$ cat src/rtl/lcd_hd44780_ctrl.sv
// HD44780 8-bit write controller: autonomous power-up init, then one byte per valid/ready handshake.
// Optional LCD_BUSY_POLL_EN replaces the post-init fixed execution delay with a busy-flag poll.
module lcd_hd44780_ctrl #(
  parameter int unsigned T_POWERUP   = 2000000,
  parameter int unsigned T_SETUP     = 2,
  parameter int unsigned T_EN_HIGH   = 25,
  parameter int unsigned T_HOLD      = 2,
  parameter int unsigned T_EXEC      = 2500,
  parameter int unsigned T_EXEC_LONG = 82000
) (
  input  logic       clk,
  input  logic       rst_n,
  input  logic       wr_valid,
  output logic       wr_ready,
  input  logic       wr_rs,
  input  logic [7:0] wr_data,
  output logic       init_done,
  output logic       busy,
  output logic       EN,
  output logic       RS,
  output logic       RW,
  output logic [7:0] data
`ifdef LCD_BUSY_POLL_EN
  ,
  input  logic [7:0] data_in,
  output logic       data_oe
`endif
);

  typedef enum logic [2:0] {StPowerup, StSetup, StEnHi, StHold, StWait, StIdle} state_e;

  state_e      state_q, state_d;
  logic [31:0] cnt_q, cnt_d;
  logic [2:0]  step_q, step_d;
  logic        rs_q, rs_d;
  logic [7:0]  data_q, data_d;
  logic        init_done_q, init_done_d;
  logic        en_q, en_d;
  logic        ready_q, ready_d;
  logic        busy_q, busy_d;
  logic [31:0] wait_len;
`ifdef LCD_BUSY_POLL_EN
  logic        rw_q, rw_d;
  logic        oe_q, oe_d;
  logic        poll_q, poll_d;
  logic        bf_q, bf_d;
`endif

  function automatic logic [7:0] init_rom(input logic [2:0] idx);
    case (idx)
      3'd0, 3'd1, 3'd2, 3'd3: init_rom = 8'h38;
      3'd4:                   init_rom = 8'h0C;
      3'd5:                   init_rom = 8'h01;
      default:                init_rom = 8'h06;
    endcase
  endfunction

  always_comb begin
    state_d     = state_q;
    cnt_d       = cnt_q + 32'd1;
    step_d      = step_q;
    rs_d        = rs_q;
    data_d      = data_q;
    init_done_d = init_done_q;
`ifdef LCD_BUSY_POLL_EN
    rw_d        = rw_q;
    oe_d        = oe_q;
    poll_d      = poll_q;
    bf_d        = bf_q;
`endif
    // Clear Display and Return Home need the long execution delay
    wait_len = (!rs_q && (data_q inside {8'h01, 8'h02, 8'h03})) ? T_EXEC_LONG : T_EXEC;

    case (state_q)
      StPowerup: begin
        if (cnt_q == T_POWERUP - 1) begin
          cnt_d   = '0;
          step_d  = '0;
          rs_d    = 1'b0;
          data_d  = init_rom(3'd0);
          state_d = StSetup;
        end
      end
      StSetup: begin
        if (cnt_q == T_SETUP - 1) begin
          cnt_d   = '0;
          state_d = StEnHi;
        end
      end
      StEnHi: begin
        if (cnt_q == T_EN_HIGH - 1) begin
          cnt_d   = '0;
          state_d = StHold;
`ifdef LCD_BUSY_POLL_EN
          if (poll_q) bf_d = data_in[7];
`endif
        end
      end
      StHold: begin
        if (cnt_q == T_HOLD - 1) begin
          cnt_d   = '0;
          state_d = StWait;
`ifdef LCD_BUSY_POLL_EN
          if (init_done_q) begin
            if (poll_q && !bf_q) begin
              state_d = StIdle;
              poll_d  = 1'b0;
              rw_d    = 1'b0;
              oe_d    = 1'b1;
            end else begin
              state_d = StSetup;
              poll_d  = 1'b1;
              rw_d    = 1'b1;
              oe_d    = 1'b0;
              rs_d    = 1'b0;
            end
          end
`endif
        end
      end
      StWait: begin
        if (cnt_q == wait_len - 32'd1) begin
          cnt_d = '0;
          if (init_done_q) begin
            state_d = StIdle;
          end else if (step_q == 3'd6) begin
            init_done_d = 1'b1;
            state_d     = StIdle;
          end else begin
            step_d  = step_q + 3'd1;
            rs_d    = 1'b0;
            data_d  = init_rom(step_q + 3'd1);
            state_d = StSetup;
          end
        end
      end
      StIdle: begin
        cnt_d = '0;
        if (wr_valid && ready_q) begin
          rs_d    = wr_rs;
          data_d  = wr_data;
          state_d = StSetup;
        end
      end
      default: begin
        cnt_d   = '0;
        state_d = StPowerup;
      end
    endcase

    en_d    = (state_d == StEnHi);
    busy_d  = (state_d != StIdle);
    ready_d = (state_d == StIdle) && init_done_d;
  end

  always_ff @(posedge clk) begin
    if (!rst_n) begin
      state_q     <= StPowerup;
      cnt_q       <= '0;
      step_q      <= '0;
      rs_q        <= 1'b0;
      data_q      <= 8'h00;
      init_done_q <= 1'b0;
      en_q        <= 1'b0;
      ready_q     <= 1'b0;
      busy_q      <= 1'b1;
`ifdef LCD_BUSY_POLL_EN
      rw_q        <= 1'b0;
      oe_q        <= 1'b1;
      poll_q      <= 1'b0;
      bf_q        <= 1'b0;
`endif
    end else begin
      state_q     <= state_d;
      cnt_q       <= cnt_d;
      step_q      <= step_d;
      rs_q        <= rs_d;
      data_q      <= data_d;
      init_done_q <= init_done_d;
      en_q        <= en_d;
      ready_q     <= ready_d;
      busy_q      <= busy_d;
`ifdef LCD_BUSY_POLL_EN
      rw_q        <= rw_d;
      oe_q        <= oe_d;
      poll_q      <= poll_d;
      bf_q        <= bf_d;
`endif
    end
  end

  assign wr_ready  = ready_q;
  assign init_done = init_done_q;
  assign busy      = busy_q;
  assign EN        = en_q;
  assign RS        = rs_q;
  assign data      = data_q;
`ifdef LCD_BUSY_POLL_EN
  assign RW        = rw_q;
  assign data_oe   = oe_q;
`else
  assign RW        = 1'b0;
`endif

endmodule
$ cat config.mk
export PLATFORM = sky130hd
export DESIGN_NAME = lcd_hd44780_ctrl
export DESIGN_NICKNAME = d
export VERILOG_FILES = /design/src/rtl/lcd_hd44780_ctrl.sv
export SDC_FILE = /design/constraint.sdc
export NUM_CORES = 1
export LEC_CHECK = 0
export BUFFER_PORTS_ARGS = -buffer_cell sky130_fd_sc_hd__buf_2
export CAP_MARGIN = 15
export CORE_MARGIN = 2
export CORE_UTILIZATION = 40
export CTS_CLUSTER_DIAMETER = 100
export DETAILED_ROUTE_END_ITERATION = 10
export GPL_TIMING_DRIVEN = 0
export PLACE_DENSITY = 0.62
export SYNTH_ARGS = -nofsm -noshare
export SYNTH_HDL_FRONTEND = slang
export SYNTH_SLANG_ARGS = --single-unit
$ cat constraint.sdc
create_clock -name clk -period 3.7 [get_ports clk]
set_input_delay 0 -clock clk [delete_from_list [all_inputs] [get_ports clk]]
set_output_delay 0 -clock clk [all_outputs]
set_load 0.02 [all_outputs]
# After elaboration in Yosys (flattened, before gate mapping)
# Index checks and enable logic that the tools add are counted.
[totals]
word_cells = 88
memories = 0
input_bits = 12
register_bits = 51
mem_bits_ro = 0
latch_bits = 0
output_inout_bits = 14
ramBits = 0
[classes]
n_div = 0
multipliers = 0
n_reduce_logical = 13
shifts = 0
n_eq_ne = 26
n_addsub = 3
mux = 37
n_lt_le_gt_ge = 0
bitwise_logic = 0
[op_table]
columns = ["operator", "count"]
rows = [
  ["$mux 32", 4],
  ["$pmux 32 s4", 1],
  ["$mux 8", 5],
  ["$mux 3", 12],
  ["$add 32x1->32 const B", 1],
  ["$eq 32x1->1 const B", 1],
  ["$eq 32x21->1 const B", 1],
  ["$eq 32x32->1", 1],
  ["$eq 32x5->1 const B", 1],
  ["$pmux 8 s3", 1],
  ["$eq 3x3->1 const B", 6],
  ["$pmux 3 s6", 1],
  ["$pmux 6 s3", 1],
  ["$sub 17x1->18 const B", 1],
  ["$mux 17", 1],
  ["$eq 8x2->1 const B", 2],
  ["$eq 3x2->1 const B", 5],
  ["$ne 2x2->1 const B", 5],
  ["$mux 1", 9],
  ["$eq 8x1->1 const B", 1],
  ["$eq 3x1->1 const B", 2],
  ["$logic_not 3->1", 2],
  ["$pmux 3 s2", 1],
  ["$reduce_and 6->1", 1],
  ["other kinds (10)", 13],
]

# Longest topological paths before layout
[logic_depth]
word_depth = 10
depth_mapped = 9
ltp_nobuf = 8

# Worst setup path before layout
# Ideal clock, no wire load.
[synth_path]
path_type = "register to register"
from = "reg cnt_q[7]"
to = "reg cnt_q[0]"
path_stages_with_launch = 8
slack_ns = 1.583
path_buffers = 2
t_arrival_ns = 1.995
setup_ns = 0.122
period_less_slack_ns = 2.117
required_ns = 3.578
cell_sequence = "dfxtp_1 > buf_4 > or4_1 > mux2_4 > o21a_1 > o31ai_4 > buf_6 > nor2_1"
[synth_via]
elab_chain_len = 3
elab_cells_between_ends = 9
cone_classes = "4 x eq/ne; 5 x mux"
[synth_lines]
columns = ["item", "line", "rtl"]
rows = [
  ["start, declared", "33", "logic [31:0] cnt_q, cnt_d;"],
  ["start signal, assigned", "175", "cnt_q <= cnt_d;"],
  ["$eq 32x32->1 (tied with other cells)", "122", "if (cnt_q == wait_len - 32'd1) begin"],
  ["$mux 32, on equally long branches", "-", ""],
  ["$pmux 32 s4 (*)", "74", "case (state_q)"],
]
# Mark *: on every way between the ends. The rest lies on a longest branch, timed or not.
# A chain may end at the register's enable or synchronous reset.

# Worst setup path in the final report
[layout_path]
from = "reg cnt_q[0]"
to = "reg cnt_q[28]"
[layout_via]
elab_chain_len = 3
elab_cells_between_ends = 10
cone_classes = "1 x add/sub; 4 x eq/ne; 5 x mux"
[layout_lines]
columns = ["item", "line", "rtl"]
rows = [
  ["$add 32x1->32 (tied with other cells)", "60", "cnt_d = cnt_q + 32'd1;"],
  ["$mux 32, on equally long branches", "-", ""],
  ["$pmux 32 s4 (*)", "74", ""],
]
# Marks and branches as above.

==> summary by stage <==
Route
The total via count in the routed design is 2496. The first detailed-routing pass took 4 iterations. The residual DRC count is 0. The number of antenna-violating nets in the routed design is 0. After the first detailed-routing iteration, the DRC count stood at 144. The via-per-instance ratio is 5.146.

Wires add up to 6558 um. Dividing the detail-routed wire length by the instance count gives 13.52 um.

Finish
The fraction of layout cells with a size suffix above 1 is 0.1440. At the end of the flow, the number of nets in the layout was 409. The finished layout cell area is 3266 um2. The count of cells in the finished layout, fillers not included, comes to 485. The antenna cell count is 0. The area overhead of the layout relative to synthesis is 13.33%.

Pwr
The switching share of power is 0.2231. The clock network fraction of total power is 0.372. The peak ir drop on the vdd network is 0.1916 mV. The share of total power dissipated in sequential elements is 0.582. The analysis attributes to cell leakage a power of 1.261 nW. Cell internal power was estimated by the tool at 0.7406 mW. The power density relative to cell area is 291.9 nW/um2. The combinational group share of total power is 0.047. The analysis attributes to net switching a power of 0.2127 mW.

Logic synthesis
The post-synthesis sequential element count is 51. After synthesis, the mean cell area works out to 8.163 um2. Of the post-synthesis cell area, the dominant cell type holds 0.3543. The sequential area share after synthesis is 0.3543.

Ranked by instance count, the synthesized netlist is headed by nor2_1 (56), dfxtp_1 (51), nand2_1 (33). After synthesis, the cell types taking the most area are dfxtp_1 (35%), nor2_1 (7.3%), xnor2_1 (5.8%). Yosys printed 0 warnings.

The most used flip-flop cell after synthesis is dfxtp_1. The number of nets handed over by synthesis was 374. The leading area contributor after synthesis is dfxtp_1.

Counting distinct cell types in the post-synthesis netlist gives 53. The number of enable flip-flop cells after synthesis is 0. Synthesis handed over a netlist of 353 instances. The netlist area before placement is 2882 um2. The dominant cell by count in the synthesized netlist is nor2_1. The fraction of synthesis flops using an asynchronous set or reset pin is 0.

Setup path
The type of the worst setup path is reg2reg. The endpoint identified for the worst register-to-register timing path is cnt_q[28]. The critical register-to-register path startpoint is cnt_q[0].

The data arrival time at the worst-slack endpoint is 2.85 ns. The required time at the endpoint of the critical path is 3.90 ns. The critical path startpoint category is a flip-flop. The critical path starts at cnt_q[0].

STA classifies the critical path endpoint as a flip-flop. The number of cells traversed by the worst register-to-register path is 7. The reg2reg setup slack is 1.05 ns.

The end of the critical path is cnt_q[28]. The peak fanout along the critical path is 7.

Timing
The final-report hold violation count is 0. The clock skew is 0.01213 ns. On the final layout, the worst hold slack is 0.07526 ns. At the pin with the least slew margin, the transition time is 0.8198 ns. The worst path meets setup with 1.046 ns of slack. The final setup TNS is 0 ns. The final max-slew violation count came to 0. The fmax is 376.9 MHz.

The worst slew margin relative to its limit is 0.4484. Setup violations remaining at the end of the flow were counted as 0. The minimum clock period is 2.654 ns. Setup repair after global routing left no endpoint under its margin.

In the finished design, the share of the clock period the worst path needs comes to 0.7172.

Clock network
The post-CTS clock slew at the launch and capture registers of the worst setup and hold paths is 0.10 ns. The later pin in the worst-skew pair is clocked with a latency of 0.30 ns. The clock buffer count from CTS is 5.

Buffers added to address setup during post-CTS repair amount to 0. In this run, post-CTS hold repair placed 4 buffers. The number of gates given a new drive strength after cts is 0.

The buffer levels on the longest clock path is 2. The number of sinks handled by clock tree synthesis is 51. The H-tree was split into 2 levels. The cell chosen for the clock root is clkbuf_8. TritonCTS built the clock tree.

Global route
The via count of the first global-routing pass is 2334. For this run, the total global-route usage over all layers was measured as 0.1755. For this run the aggregate overflow at the end of global routing stands at 0. The first global-routing pass estimated 10960 um of wire. Entering global routing, the biggest net connects 16 pins. The number of antenna violations at the first check in global routing is 0.

Die
The chip height is 88.88 um. Pin placement for this block handled 26 I/O pins. The die is 88.88 um wide. The placeable core region is 6869 um2. The die covers 7899 um2. The initial standard-cell utilization of the core is 0.4195. The number of core rows is 30.

Min path
The class of the worst hold path is in2reg.

Placed design
Once placement completed, the tool counted placed cells totaling 473. At the end of routability-driven placement, the weighted congestion stood at 0.9067. The post-place instance area is 3122 um2. During placement, the flow inserted port buffers numbering 24. Timing analysis after detailed placement gives a worst setup slack of 1.058 ns. After legalization and detailed placement, the total HPWL measured 4908 um.

Run status
The flow ran to the end, and the final reports show no timing, DRC or antenna violations.

Run
The count of max-cap constraint violations is 0.
[critical path, stage by stage (launching register included)]
cell and delay (ns):
dfxtp_1 0.46, ha_1 0.31, nand2_1 0.18, nor4_1 0.77, nand2_1 0.33, nor4_1 0.31, xnor2_1 0.16, nor2_1 0.05
[power groups by stage]
stage	Combinational, mW	Sequential, mW	Clock [mW]
CTS	0.0442	0.555	0.369
global route	0.0497	0.555	0.387
floorplan	0.0263	0.567	0
finish	0.0444	0.555	0.354
detailed placement	0.0409	0.567	0
global placement	0.0405	0.567	0
[metrics by stage]
step	utilization	total power, mW
2_1_floorplan	-	0.5930
3_3_place_gp	0.4545	0.6079
3_5_place_dp	0.4545	0.6084
4_1_cts	0.4754	0.9676
5_1_grt	0.4754	0.9916
6_report	0.4754	0.9533
[layout make-up]
type	instances	area, um2
fillers	705	3603
multi-input cells	267	1683
flip-flops and latches	51	1021
repair buffers	28	160.2
plain buffers	20	121.4
well taps	96	120.1
clock buffers	7	96.34
inverters	15	56.30
clock inverters	1	7.507
[layout by cell type (no fill, tap or decap), drive strengths merged, types with 3 or more instances in the layout]
| master | Yosys | layout |
|---|---|---|
| xor2 | 12 | 12 |
| dlygate4sd3 | 0 | 4 |
| mux2i | 8 | 8 |
| and2 | 3 | 3 |
| nand2b | 5 | 5 |
| nand2 | 33 | 33 |
| nor4 | 20 | 20 |
| a21oi | 5 | 5 |
| buf | 12 | 36 |
| clkbuf | 8 | 15 |
| o21ai | 8 | 8 |
| nor3 | 11 | 11 |
| ha | 9 | 9 |
| xnor2 | 19 | 19 |
| nand4 | 14 | 14 |
| a211oi | 3 | 3 |
| inv | 15 | 15 |
| nand3 | 22 | 22 |
| nor2 | 56 | 56 |
| o211ai | 5 | 5 |
| dfxtp | 51 | 51 |
| or4 | 4 | 4 |
[worst min path at each step]
stage                       to  cells past startpoint        from  slack, ns
floorplan           state_q[0]                      2       rst_n       0.14
global placement            RS                      3       wr_rs       0.26
detailed placement          RS                      3       wr_rs       0.27
CTS                    data[1]                      4  wr_data[1]       0.07
global route           data[1]                      4  wr_data[1]       0.12
finish                 data[1]                      4  wr_data[1]       0.08
[routing by layer]
layer | global-route usage | vias to the layer above | wire (um)
li1 | - | 1294 | -
met1 | 0.2333 | 1133 | 3185
met2 | 0.2924 | 61 | 2979
met3 | 0.02892 | 8 | 306
met4 | 0.05234 | 0 | 87
met5 | 0 | - | 0
[state kept, by name, indices dropped and copies added, names as in the netlist, 3 cells and up]
register and count:
cnt_q 32, state_q 3, data 8, step_q 3
[logic make-up (layout without fill, tap and decap cells)]
group / count (synthesis) / count (layout) / synth area share
other: 1 / 1 / 0.001301
flip-flops: 51 / 51 / 0.3543
XOR/XNOR: 31 / 31 / 0.09422
AND/OR/NAND/NOR: 183 / 183 / 0.3291
AO/OA/AOI/OAI: 33 / 33 / 0.08337
adder cells (fa/ha/maj): 9 / 9 / 0.03908
multiplexers: 10 / 10 / 0.03691
buffers and inverters: 35 / 71 / 0.06166
Power figures use the tool's default switching activity.
